`src/rtl/flag_selector.sv`:
```
// rtl/flag_selector.sv - debounced button commands and optional slideshow stepping of a flag index
// Auto-advance (vsync frame counter) is present only when FLAG_SELECTOR_AUTO_EN is defined.
module flag_selector #(
  parameter int DEBOUNCE_BITS = 16,
  parameter int AUTO_FRAMES   = 300
) (
  input  logic       clk,
  input  logic       reset,
  input  logic       vsync,
  input  logic       btn_home,
  input  logic       btn_next,
  input  logic       btn_prev,
  input  logic       btn_load,
  input  logic [6:0] load_value,
  input  logic [6:0] max_index,
  input  logic       auto_en,
  output logic [6:0] index,
  output logic       changed
);

  // Encoding order doubles as priority: a larger code outranks a smaller one.
  typedef enum logic [2:0] {
    CMD_NONE = 3'd0,
    CMD_LOAD = 3'd1,
    CMD_PREV = 3'd2,
    CMD_NEXT = 3'd3,
    CMD_HOME = 3'd4
  } cmd_e;

  logic [3:0] btn_raw;
  logic [3:0] sync1_q, sync1_d, sync2_q, sync2_d, deb_q, deb_d;
  logic [DEBOUNCE_BITS-1:0] cnt_q [4];
  logic [DEBOUNCE_BITS-1:0] cnt_d [4];
  cmd_e       cmd_q, cmd_d, press_cmd;
  logic       exec;
  logic       auto_step;
  logic [6:0] index_q, index_d, next_idx, prev_idx, load_idx;
  logic       changed_q, changed_d;

  assign btn_raw = {btn_load, btn_prev, btn_next, btn_home};

  always_comb begin
    sync1_d = btn_raw;
    sync2_d = sync1_q;
    deb_d   = deb_q;
    for (int i = 0; i < 4; i++) begin
      cnt_d[i] = '0;
      if (sync2_q[i] != deb_q[i]) begin
        if (&cnt_q[i]) deb_d[i] = sync2_q[i];
        else           cnt_d[i] = cnt_q[i] + DEBOUNCE_BITS'(1);
      end
    end
  end

  always_comb begin
    press_cmd = CMD_NONE;
    if      (deb_q[0]) press_cmd = CMD_HOME;
    else if (deb_q[1]) press_cmd = CMD_NEXT;
    else if (deb_q[2]) press_cmd = CMD_PREV;
    else if (deb_q[3]) press_cmd = CMD_LOAD;

    cmd_d = cmd_q;
    exec  = 1'b0;
    if (deb_q == 4'b0000) begin
      exec  = (cmd_q != CMD_NONE);
      cmd_d = CMD_NONE;
    end else if (press_cmd > cmd_q) begin
      cmd_d = press_cmd;
    end
  end

`ifdef FLAG_SELECTOR_AUTO_EN
  localparam int FRAME_W = (AUTO_FRAMES > 1) ? $clog2(AUTO_FRAMES) : 1;

  logic               vsync_q, vsync_d, frame_edge;
  logic [FRAME_W-1:0] frame_q, frame_d;

  always_comb begin
    vsync_d    = vsync;
    frame_edge = vsync && !vsync_q;
    frame_d    = frame_q;
    auto_step  = 1'b0;
    if (!auto_en || exec) begin
      frame_d = '0;
    end else if (frame_edge) begin
      if (frame_q == FRAME_W'(AUTO_FRAMES - 1)) begin
        auto_step = 1'b1;
        frame_d   = '0;
      end else begin
        frame_d = frame_q + FRAME_W'(1);
      end
    end
  end

  always_ff @(posedge clk) begin
    if (reset) begin
      vsync_q <= 1'b0;
      frame_q <= '0;
    end else begin
      vsync_q <= vsync_d;
      frame_q <= frame_d;
    end
  end
`else
  logic unused_auto;
  assign unused_auto = vsync ^ auto_en;
  assign auto_step   = 1'b0;
`endif

  always_comb begin
    next_idx  = (index_q >= max_index) ? 7'd0 : index_q + 7'd1;
    prev_idx  = (index_q == 7'd0 || index_q > max_index) ? max_index : index_q - 7'd1;
    load_idx  = (load_value > max_index) ? max_index : load_value;
    index_d   = index_q;
    if (exec) begin
      case (cmd_q)
        CMD_HOME: index_d = 7'd0;
        CMD_NEXT: index_d = next_idx;
        CMD_PREV: index_d = prev_idx;
        CMD_LOAD: index_d = load_idx;
        default:  index_d = index_q;
      endcase
    end else if (auto_step) begin
      index_d = next_idx;
    end
    changed_d = (index_d != index_q);
  end

  always_ff @(posedge clk) begin
    if (reset) begin
      sync1_q   <= '0;
      sync2_q   <= '0;
      deb_q     <= '0;
      for (int i = 0; i < 4; i++) cnt_q[i] <= '0;
      cmd_q     <= CMD_NONE;
      index_q   <= '0;
      changed_q <= 1'b0;
    end else begin
      sync1_q   <= sync1_d;
      sync2_q   <= sync2_d;
      deb_q     <= deb_d;
      for (int i = 0; i < 4; i++) cnt_q[i] <= cnt_d[i];
      cmd_q     <= cmd_d;
      index_q   <= index_d;
      changed_q <= changed_d;
    end
  end

  assign index   = index_q;
  assign changed = changed_q;

endmodule

```
`config.mk`:
```
export PLATFORM = sky130hd
export DESIGN_NAME = flag_selector
export DESIGN_NICKNAME = d
export VERILOG_FILES = /design/src/rtl/flag_selector.sv
export SDC_FILE = /design/constraint.sdc
export NUM_CORES = 1
export LEC_CHECK = 0
export ABC_AREA = 1
export ABC_CLOCK_PERIOD_IN_PS = 1950
export CAP_MARGIN = 25
export CORE_MARGIN = 2
export CORE_UTILIZATION = 54
export CTS_CLUSTER_DIAMETER = 60
export DETAILED_ROUTE_END_ITERATION = 10
export PLACE_DENSITY = 0.83
export SETUP_SLACK_MARGIN = 0.15
export SLEW_MARGIN = 20
export SYNTH_ARGS = -nofsm -noshare
export SYNTH_HDL_FRONTEND = slang
export SYNTH_SLANG_ARGS = --single-unit
```
`constraint.sdc`:
```
create_clock -name clk -period 1.95 [get_ports clk]
set_input_delay 0.195 -clock clk [delete_from_list [all_inputs] [get_ports clk]]
set_output_delay 0.195 -clock clk [all_outputs]
set_load 0.02 [all_outputs]
```
==> impl_metrics.ini, run 1 <==
[final_layout]
number_of_cells_in_the_finished_layout_apart_from_fillers = 949
fraction_of_layout_cells_with_a_size_suffix_above_1_pct = 40.0
antenna_cells_inserted = 0
filler_cell_count = 460
area_growth_syn_to_layout_pct = 53.3
layout.nets = 881
utilization_pct = 85.3

[route]
detail_route.wirelength_mm = 17.0
ant_nets = 0
firstDrtPassIters = 5
initialDrtViolationCount = 437
drcViolationCount = 0
post_drt_via_cell_ratio = 5.77
dr_total_vias = 5475
avgRoutedWirePerCell_microns = 17.9

[sta]
worst_max_slew_pin_slew_ps = 601
achievable-frequency_mhz = 446
timing_max_transition_violations_final = 0
report.final.hold_viol_count = 0
finalWorstPathRequiredPeriod_ps = 2240
timing.max_slew.rel_slack_pct = 59.5
setup_violations = 21
fin_crit_sh_pct = 115
worst_clock_skew_ps = 27.7
worst_slack_ps = -291
unrepaired_setup_endpoints_after_global_routing = true

[power_and_ir_drop]
max-vdd-ir-drop_uv = 503
leakage_uw = 0.00324
pwr_density_cell_mw_per_mm2 = 455

[clocking]
tritoncts.num_buffers = 9
htreeDepth = 3
cts.path.max_buffers = 2
clk-insertion-delay-late_ps = 400
post_cts_hold_buffer_count = 0
cts_tree = done
cts.clk_slew.worst_paths_ps = 100
cts_root_buf = clkbuf_8
cts.sinks = 87

[synthesis]
yosys.cell_types.count = 35
yosys_register_bits = 87
syn-instance-count = 689
synthesis.nets = 734
synth_sequential_area_ratio_pct = 36.1
yosys-top-cells-area = dfxtp_1 36%, nand2_1 9.8%, inv_1 8.3%
proportion_of_netlist_area_held_by_the_largest_area_contributor_pct = 36.1
synthArstFlopShare_pct = 0
synth_top_flop_cell = dfxtp_1
synth-edff-count = 0
synth_top_cell_by_area = dfxtp_1
netlist_area_sq_mm = 0.00482
yosys_warnings = 0
syn_area_per_cell_sq_um = 7.00

[job]
max_cap_viol_count = 0

[floorplan]
fp-row-count = 34
floorplan.initialDensity_pct = 55.6
floorplan.die.width_microns = 98.5
pin_count = 30
floorplan.die_area_sq_mm = 0.00971
die_y_microns = 98.5
core_area_sq_mm = 0.00868

[setup_path]
endpoint_kind = flop
critPathKind = reg -> reg
worstPathRequired_ps = 2230
start_kind = flop
timing.critical_path.fanout_max = 6
cp_data_arrival_time_ps = 2520

[grt]
grt-ovfl-total = 0
first_global_vias = 4811
initial_antenna_violation_count = 0
grt_start_max_net_pins = 19
globalRouteTotalUtil_pct = 26.4
grt_pass1_wl_mm = 21.2

[hold_path]
worst_hold_path_type = in -> reg

[run_status]
outcome = complete, but fails checks
violations = negative setup slack

[placement]
detailedPlacementHpwl_mm = 8.22
place_congestion = 0.912
buffer_ports.inserted = 27
placed_cells_incl_taps = 862
==> registers in the layout, summed over array words and instances (netlist names) <==
name,count
changed,1
deb_q,4
cnt_q,64
sync2_q,4
cmd_q,3
index,7
sync1_q,4
==> synthesized netlist by cell type (all sizes together), types with 11 or more instances <==
library cell  instances
nor3b                13
o21ai                17
xor2                 18
nand2               128
ha                   23
inv                 112
a21oi                30
dfxtp                87
nor2                114
nor3                 25
nand4                17
a211oi               11
nand3                63
==> metal layers <==
layer	routed length, microns	GRT usage [%]
met5	0	0
met4	1150	7.69
met3	1290	5.04
met2	8490	48.7
met1	6050	30.9
==> path summary, 6_finish.rpt <==
path | from | slack, ps | end | cells past startpoint
setup / recovery | index[4] | -290 | changed | 16
hold / removal | btn_next | 320 | sync1_q[1] | 3
setup reg to reg | index[4] | -290 | changed | 16
hold reg to reg | sync1_q[1] | 410 | sync2_q[1] | 2
==> layout by cell type (no fill, tap or decap), types with 6 or more instances in the layout <==
cell type and n:
nand2_4 11, nand3_4 6, nor2_4 20, buf_6 22, dfxtp_4 14, inv_1 93, ha_1 8, nand2_2 17
inv_2 14, clkbuf_8 9, nor3_1 8, xnor2_1 7, ha_4 15, o21ai_1 7, xor2_1 18, nor2_1 75
nand4_1 17, nand3_2 17, a21oi_2 10, clkdlybuf4s50_1 17, nand3_1 40, nor3b_2 11, dlygate4sd2_1 7, buf_4 93
o21ai_0 8, nor3_4 12, nor2_2 19, nand2_1 99, dfxtp_1 68, a21oi_1 19, a211oi_1 6
==> where the power goes <==
part / switching, uW / internal (uW) / total [uW]
Sequential: 8.97 / 1770 / 1780
Combinational: 154 / 136 / 291
Clock: 798 / 502 / 1300
Total: 961 / 2410 / 3370
==> timing repair <==
action	in CTS	in global routing
gates cloned	3	1
gates resized for setup	97	163
pin swaps	45	71
setup endpoints to repair	49	76
buffers inserted	36	31
==> metrics by stage <==
stage	hold slack [ps]	power [uW]	TNS, ps	setup slack, ps	instance area (sq um)
2_1_floorplan	302	1930	0	76.1	4950
3_3_place_gp	394	2020	-3400	-585	5660
3_5_place_dp	393	2030	-4190	-682	5660
4_1_cts	327	3300	-98.1	-80.2	6490
5_1_grt	336	3470	-3520	-382	7400
6_report	316	3370	-1470	-291	7400
==> final cells by class <==
class | instances | area (sq um) | area share (%)
multi-input combinational | 482 | 3600 | 48.6
sequential | 87 | 1800 | 24.3
timing repair buffer | 142 | 1210 | 16.4
inverter | 112 | 434 | 5.87
tap | 108 | 135 | 1.83
clock buffer | 9 | 124 | 1.67
clock inverter | 7 | 77.6 | 1.05
timing repair inverter | 2 | 15.0 | 0.203
==> logic make-up after synthesis <==
family	Yosys count	share of synthesized area (%)
buf+inv	121	9.67
xor+xnor	26	4.72
flops	87	36.1
simple gates	369	36.1
fa+ha+maj	23	5.96
compound gates	63	7.44
==> critical path, stage by stage, from the launching register on <==
cell	delay (ps)
dfxtp_4	370
ha_4	280
nand2_4	50
nor2_4	180
nand2_2	100
nand2_4	130
inv_4	50
nand2_4	80
nor2_1	70
nor2_2	170
nand2_1	120
nand3_1	100
nand2_1	70
nor2_1	110
nand2_1	70
nor2_1	120
nor2_1	60
No activity file was read; power rests on OpenSTA's default activity.
==> run 2: changes to the inputs <==
GPL_ROUTABILITY_DRIVEN = 0   (was unset)
==> run 2 against run 1 <==
  * The run still ends with negative setup slack left
  * Combinational power is 6% higher
  * Non-clock buffer count is 3 lower
  * Wire length is 0.89% lower
  * Count of clock-buffer cells in the layout stayed put
  * Global-route usage is 1.0 points higher
  * Sequential share of layout area is 0.094 points higher
  * Die area stayed put
  * Final cell count is 0.32% lower
  * Clock skew is 11 ps lower
  * Design area is 0.52% lower
  * Worst hold slack better by 11 ps
==> impl_metrics.ini, run 2 (synthesis results as in run 1) <==
[run_status]
outcome = complete, but fails checks
violations = negative setup slack

[sta]
worst_slack_ps = -385
achievable-frequency_mhz = 428
unrepaired_setup_endpoints_after_global_routing = true
timing.max_slew.rel_slack_pct = 51.9
worst_clock_skew_ps = 17.0
fin_crit_sh_pct = 120
finalWorstPathRequiredPeriod_ps = 2340
setup_violations = 9
report.final.hold_viol_count = 0
timing_max_transition_violations_final = 0
worst_max_slew_pin_slew_ps = 715

[floorplan]
die_y_microns = 98.5
floorplan.die.width_microns = 98.5
fp-row-count = 34
core_area_sq_mm = 0.00868
floorplan.die_area_sq_mm = 0.00971
floorplan.initialDensity_pct = 55.6
pin_count = 30

[grt]
first_global_vias = 4858
grt-ovfl-total = 0
initial_antenna_violation_count = 0
grt_pass1_wl_mm = 22.0
globalRouteTotalUtil_pct = 27.4
grt_start_max_net_pins = 18

[placement]
detailedPlacementHpwl_mm = 8.14
buffer_ports.inserted = 27
detailedPlace.worstSlack_ps = -614
placed_cells_incl_taps = 862

[clocking]
cts_root_buf = clkbuf_8
htreeDepth = 3
post_cts_hold_buffer_count = 0
clk-insertion-delay-late_ps = 380
tritoncts.num_buffers = 9
cts.path.max_buffers = 2
cts.sinks = 87
cts.clk_slew.worst_paths_ps = 100
cts_tree = done

[setup_path]
worst-path-buf-inv = 2
cp_data_arrival_time_ps = 2600
critPathMaxStageDelay_ps = 400
worstSetupPathDepth = 13
timing.critical_path.fanout_max = 7
endpoint_kind = flop
critPathKind = reg -> reg
path_common_cell = nor2_1
worstPathRequired_ps = 2220
cp_cell_sequence = nor2_1, xor2_1, nand4_1, inv_2, o21ai_1, nor2_1, nand2_1, nand3_1, nand2_1, inv_1, nand2_1, nor2_1, nor2_1
start_kind = flop
worst-r2r-cell-count = 13
cp_slowest_cell = dfxtp_1
worst_path_dominant_cell_family = simple AND/OR/NAND/NOR gates

[final_layout]
max_ffs_per_register = 64
fraction_of_layout_cells_with_a_size_suffix_above_1_pct = 42.2
layout.cells.most_common_list = 94 x nand2_1, 90 x buf_4, 88 x inv_1
layout.cells.most_common = nand2_1
register_area_sq_mm = 0.00180
layout.nets = 878
number_of_cells_in_the_finished_layout_apart_from_fillers = 946
utilization_pct = 84.8
area_growth_syn_to_layout_pct = 52.5
regMostFlops = cnt_q
antenna_cells_inserted = 0
filler_cell_count = 415
multi_input_logic_area_sq_mm = 0.00358

[power_and_ir_drop]
power.share.sequential_pct = 51.5
power_report.internal_total_uw = 2530
clkPwrFrac_pct = 39.5
max-vdd-ir-drop_uv = 487
netSwitchingFraction_pct = 26.5
power.net_switching_uw = 913
p_comb_share_pct = 9.0
leakage_uw = 0.00313
pwr_density_cell_mw_per_mm2 = 468

[route]
detail_route.wirelength_mm = 16.8
avgRoutedWirePerCell_microns = 17.8
ant_nets = 0
drcViolationCount = 0
firstDrtPassIters = 7
post_drt_via_cell_ratio = 5.81
initialDrtViolationCount = 539
dr_total_vias = 5500

[job]
max_cap_viol_count = 0

[hold_path]
worst_hold_path_cell_count = 3
worst_hold_path_type = in -> reg
[run 2: power groups by stage]
stage / registers [uW] / clock network (uW) / logic (uW)
finish: 1780 / 1360 / 309
global route: 1780 / 1430 / 331
floorplan: 1820 / 0 / 111
detailed placement: 1820 / 0 / 207
CTS: 1780 / 1360 / 257
global placement: 1820 / 0 / 200
[run 2: final cells by class]
cell class	instances	share of cell area [%]
Clock inverter	7	1.17
Clock buffer	9	1.68
Multi-Input combinational cell	482	48.6
Sequential cell	87	24.4
Timing Repair inverter	2	0.204
Tap cell	108	1.84
Timing Repair Buffer	139	16.2
Inverter	112	5.90
[run 2: timing repair]
action                     in CTS  in global routing
pin swaps                      56                 76
gates cloned                    4                  1
resized for setup             116                156
buffers inserted               35                 28
setup endpoints to repair      48                 76
[run 2: final timing paths]
kind	from	end	slack, ps
worst max-delay path	cmd_q[0]	changed	-390
worst min-delay path	btn_load	sync1_q[3]	330
worst max register to register	cmd_q[0]	changed	-390
worst min register to register	sync1_q[1]	sync2_q[1]	410
[run 2: worst register-to-register path: stages (launching register included)]
cell and delay, ps:
dfxtp_1 400, nor2_1 350, xor2_1 270, nand4_1 190
inv_2 180, o21ai_1 100, nor2_1 160, nand2_1 90
nand3_1 90, nand2_1 80, inv_1 60, nand2_1 60
nor2_1 120, nor2_1 70
[run 2: metrics by stage]
stage / instance area [sq um] / hold WS [ps] / total power, uW / setup TNS (ps)
after floorplan: 4950 / 302 / 1930 / 0
after global placement: 5660 / 392 / 2020 / -3490
after detailed placement: 5660 / 393 / 2030 / -4230
after CTS: 6580 / 327 / 3400 / 0
after global routing: 7360 / 334 / 3540 / -2180
final: 7360 / 326 / 3450 / -899
[run 2: metal layers]
metal  wire length [microns]  global-route usage, %  part of all wire, %  vias to the layer above
li1                        -                      -                    -                     2516
met1                    6170                   32.1                   37                     2535
met2                    8490                   49.2                   50                      340
met3                    1240                   5.53                  7.4                      109
met4                     927                   10.3                  5.5                        0
met5                       0                      0                    0                        -
==> run 3: changes to the inputs <==
--- a/config.mk
+++ b/config.mk
@@ -12,3 +12,3 @@
 export CORE_UTILIZATION = 54
-export CTS_CLUSTER_DIAMETER = 60
+export CTS_CLUSTER_DIAMETER = 80
 export DETAILED_ROUTE_END_ITERATION = 10
@@ -17,3 +17,3 @@
 export SETUP_SLACK_MARGIN = 0.15
-export SLEW_MARGIN = 20
+export SLEW_MARGIN = 0
 export SYNTH_ARGS = -nofsm -noshare
==> constraint.sdc (replaced) <==
create_clock -name clk -period 1.95 [get_ports clk]
set_input_delay 0.39 -clock clk [delete_from_list [all_inputs] [get_ports clk]]
set_output_delay 0.39 -clock clk [all_outputs]
set_load 0.02 [all_outputs]
==> run 3 against run 2 <==
  * The flow still finishes with violations (negative setup slack)
  * Die area did not move
  * Sequential share of layout area decreased by 0.70 points
  * Clock skew decreased by 4.6 ps
  * Non-clock buffer count up 8
  * Highest routed layer unchanged
==> impl_metrics.ini, run 3 (synthesis results as in run 1) <==
[run_status]
outcome = complete, but fails checks
violations = negative setup slack

[clocking]
htreeDepth = 3
tritoncts.num_buffers = 9
cts_root_buf = clkbuf_8
cts.clk_slew.worst_paths_ps = 80
cts.path.max_buffers = 2
cts_tree = done
clk-insertion-delay-late_ps = 370
cts.sinks = 87
post_cts_hold_buffer_count = 0

[route]
firstDrtPassIters = 8
avgRoutedWirePerCell_microns = 18.8
ant_nets = 0
post_drt_via_cell_ratio = 5.92
initialDrtViolationCount = 585
drcViolationCount = 0
dr_total_vias = 5638
detail_route.wirelength_mm = 18.0

[hold_path]
hold_path_startpoint = sync1_q[0]
worst_hold_path_type = reg -> reg
worst_hold_path_cell_count = 2
worstHoldEndpoint = sync2_q[0]

[setup_path]
timing.critical_path.fanout_max = 6
start_kind = flop
worst-r2r-cell-count = 18
cp_data_arrival_time_ps = 2480
r2r_start = index[1]
r2r-end = changed
critPathKind = reg -> reg
worstPathRequired_ps = 2210
endpoint_kind = flop
reg2reg_setup_slack_ps = -280

[power_and_ir_drop]
max-vdd-ir-drop_uv = 519
pwr_density_cell_mw_per_mm2 = 473
design_power_total_uw = 3570
clkPwrFrac_pct = 39.8
leakage_uw = 0.00331
netSwitchingFraction_pct = 24.2
p_comb_share_pct = 10.2
power.share.sequential_pct = 50.0
power.net_switching_uw = 864
power_report.internal_total_uw = 2700

[sta]
timing_max_transition_violations_final = 0
finalWorstPathRequiredPeriod_ps = 2230
worst_max_slew_pin_slew_ps = 586
setup_violations = 6
fin_crit_sh_pct = 114
worst_slack_ps = -277
unrepaired_setup_endpoints_after_global_routing = true
setup_tns_ps = -1090
achievable-frequency_mhz = 449
report.final.hold_viol_count = 0
timing.max_slew.rel_slack_pct = 60.5
worst_clock_skew_ps = 12.4

[final_layout]
fraction_of_layout_cells_with_a_size_suffix_above_1_pct = 46.2
regMostFlops = cnt_q
area_growth_syn_to_layout_pct = 56.4
layout.cells.most_common = buf_4
number_of_cells_in_the_finished_layout_apart_from_fillers = 953
layout.cells.most_common_list = 98 x buf_4, 84 x nand2_1, 83 x inv_1
antenna_cells_inserted = 0
max_ffs_per_register = 64
layout.nets = 886

[grt]
first_global_vias = 4859
grt_start_max_net_pins = 15
grt_pass1_wl_mm = 21.8
globalRouteTotalUtil_pct = 26.9
initial_antenna_violation_count = 0
grt-ovfl-total = 0

[floorplan]
die_y_microns = 98.5
floorplan.initialDensity_pct = 55.6
floorplan.die.width_microns = 98.5
pin_count = 30
fp-row-count = 34
core_area_sq_mm = 0.00868
floorplan.die_area_sq_mm = 0.00971

[job]
max_cap_viol_count = 0

[placement]
placed_cells_incl_taps = 861
detailedPlacementHpwl_mm = 7.88
buffer_ports.inserted = 27
detailedPlace.worstSlack_ps = -888
-- run 3: layer usage --
layer / vias to the layer above / GRT usage [%] / routed length [microns]
met3: 118 / 4.82 / 1290
li1: 2538 / - / -
met1: 2641 / 32.5 / 6530
met5: - / 0 / 0
met4: 0 / 10.5 / 958
met2: 341 / 47.4 / 9180
-- run 3: repair_timing --
action	4_1_cts	5_1_grt
gates cloned	2	2
pin swaps	76	103
setup endpoints to repair	76	75
gates resized for setup	158	200
buffers inserted	42	31
-- run 3: power groups by stage --
stage / Sequential [uW] / Combinational (uW) / Clock [uW]
2_1_floorplan: 1830 / 107 / 0
3_3_place_gp: 1830 / 191 / 0
3_5_place_dp: 1830 / 198 / 0
4_1_cts: 1790 / 287 / 1400
5_1_grt: 1780 / 383 / 1500
6_report: 1780 / 365 / 1420
-- run 3: worst max-delay path by stage --
| stage | startpoint | to | slack [ps] | cells past startpoint |
|---|---|---|---|---|
| 6_report | index[1] | changed | -280 | 18 |
| 2_1_floorplan | max_index[2] | changed | -70 | 17 |
| 3_5_place_dp | max_index[2] | changed | -890 | 20 |
| 5_1_grt | index[1] | changed | -400 | 18 |
| 4_1_cts | max_index[4] | changed | 4 | 18 |
| 3_3_place_gp | max_index[2] | changed | -790 | 20 |
-- run 3: through the flow --
step / instance area, sq um / util, % / hold WS [ps]
after floorplan: 4890 / - / 388
after global placement: 5590 / 64.4 / 395
after detailed placement: 5590 / 64.4 / 398
after CTS: 6590 / 76.0 / 409
after global routing: 7540 / 86.9 / 452
final: 7540 / 86.9 / 414
-- run 3: layout make-up --
cell class              count  area [sq um]
multi-input cells         481          3710
repair buffers            147          1230
flip-flops and latches     87          1790
inverters                 112           437
clock inverters             5          81.3
clock buffers              10           138
well taps                 108           135
repair inverters            3          22.5
fillers                   397          1130
-- run 3: critical path: stages (launching register included) --
cell,delay [ps]
dfxtp_2,350
ha_4,260
nand2_2,70
inv_2,100
nand2_1,90
nand2_1,90
nand2_1,80
nand2_2,100
inv_2,60
nand2_4,110
nor2_2,60
nor2_2,170
nand2_2,90
nand3_2,70
nand2_1,70
nor2_1,130
nand2_1,80
nor2_1,100
nor2_1,40
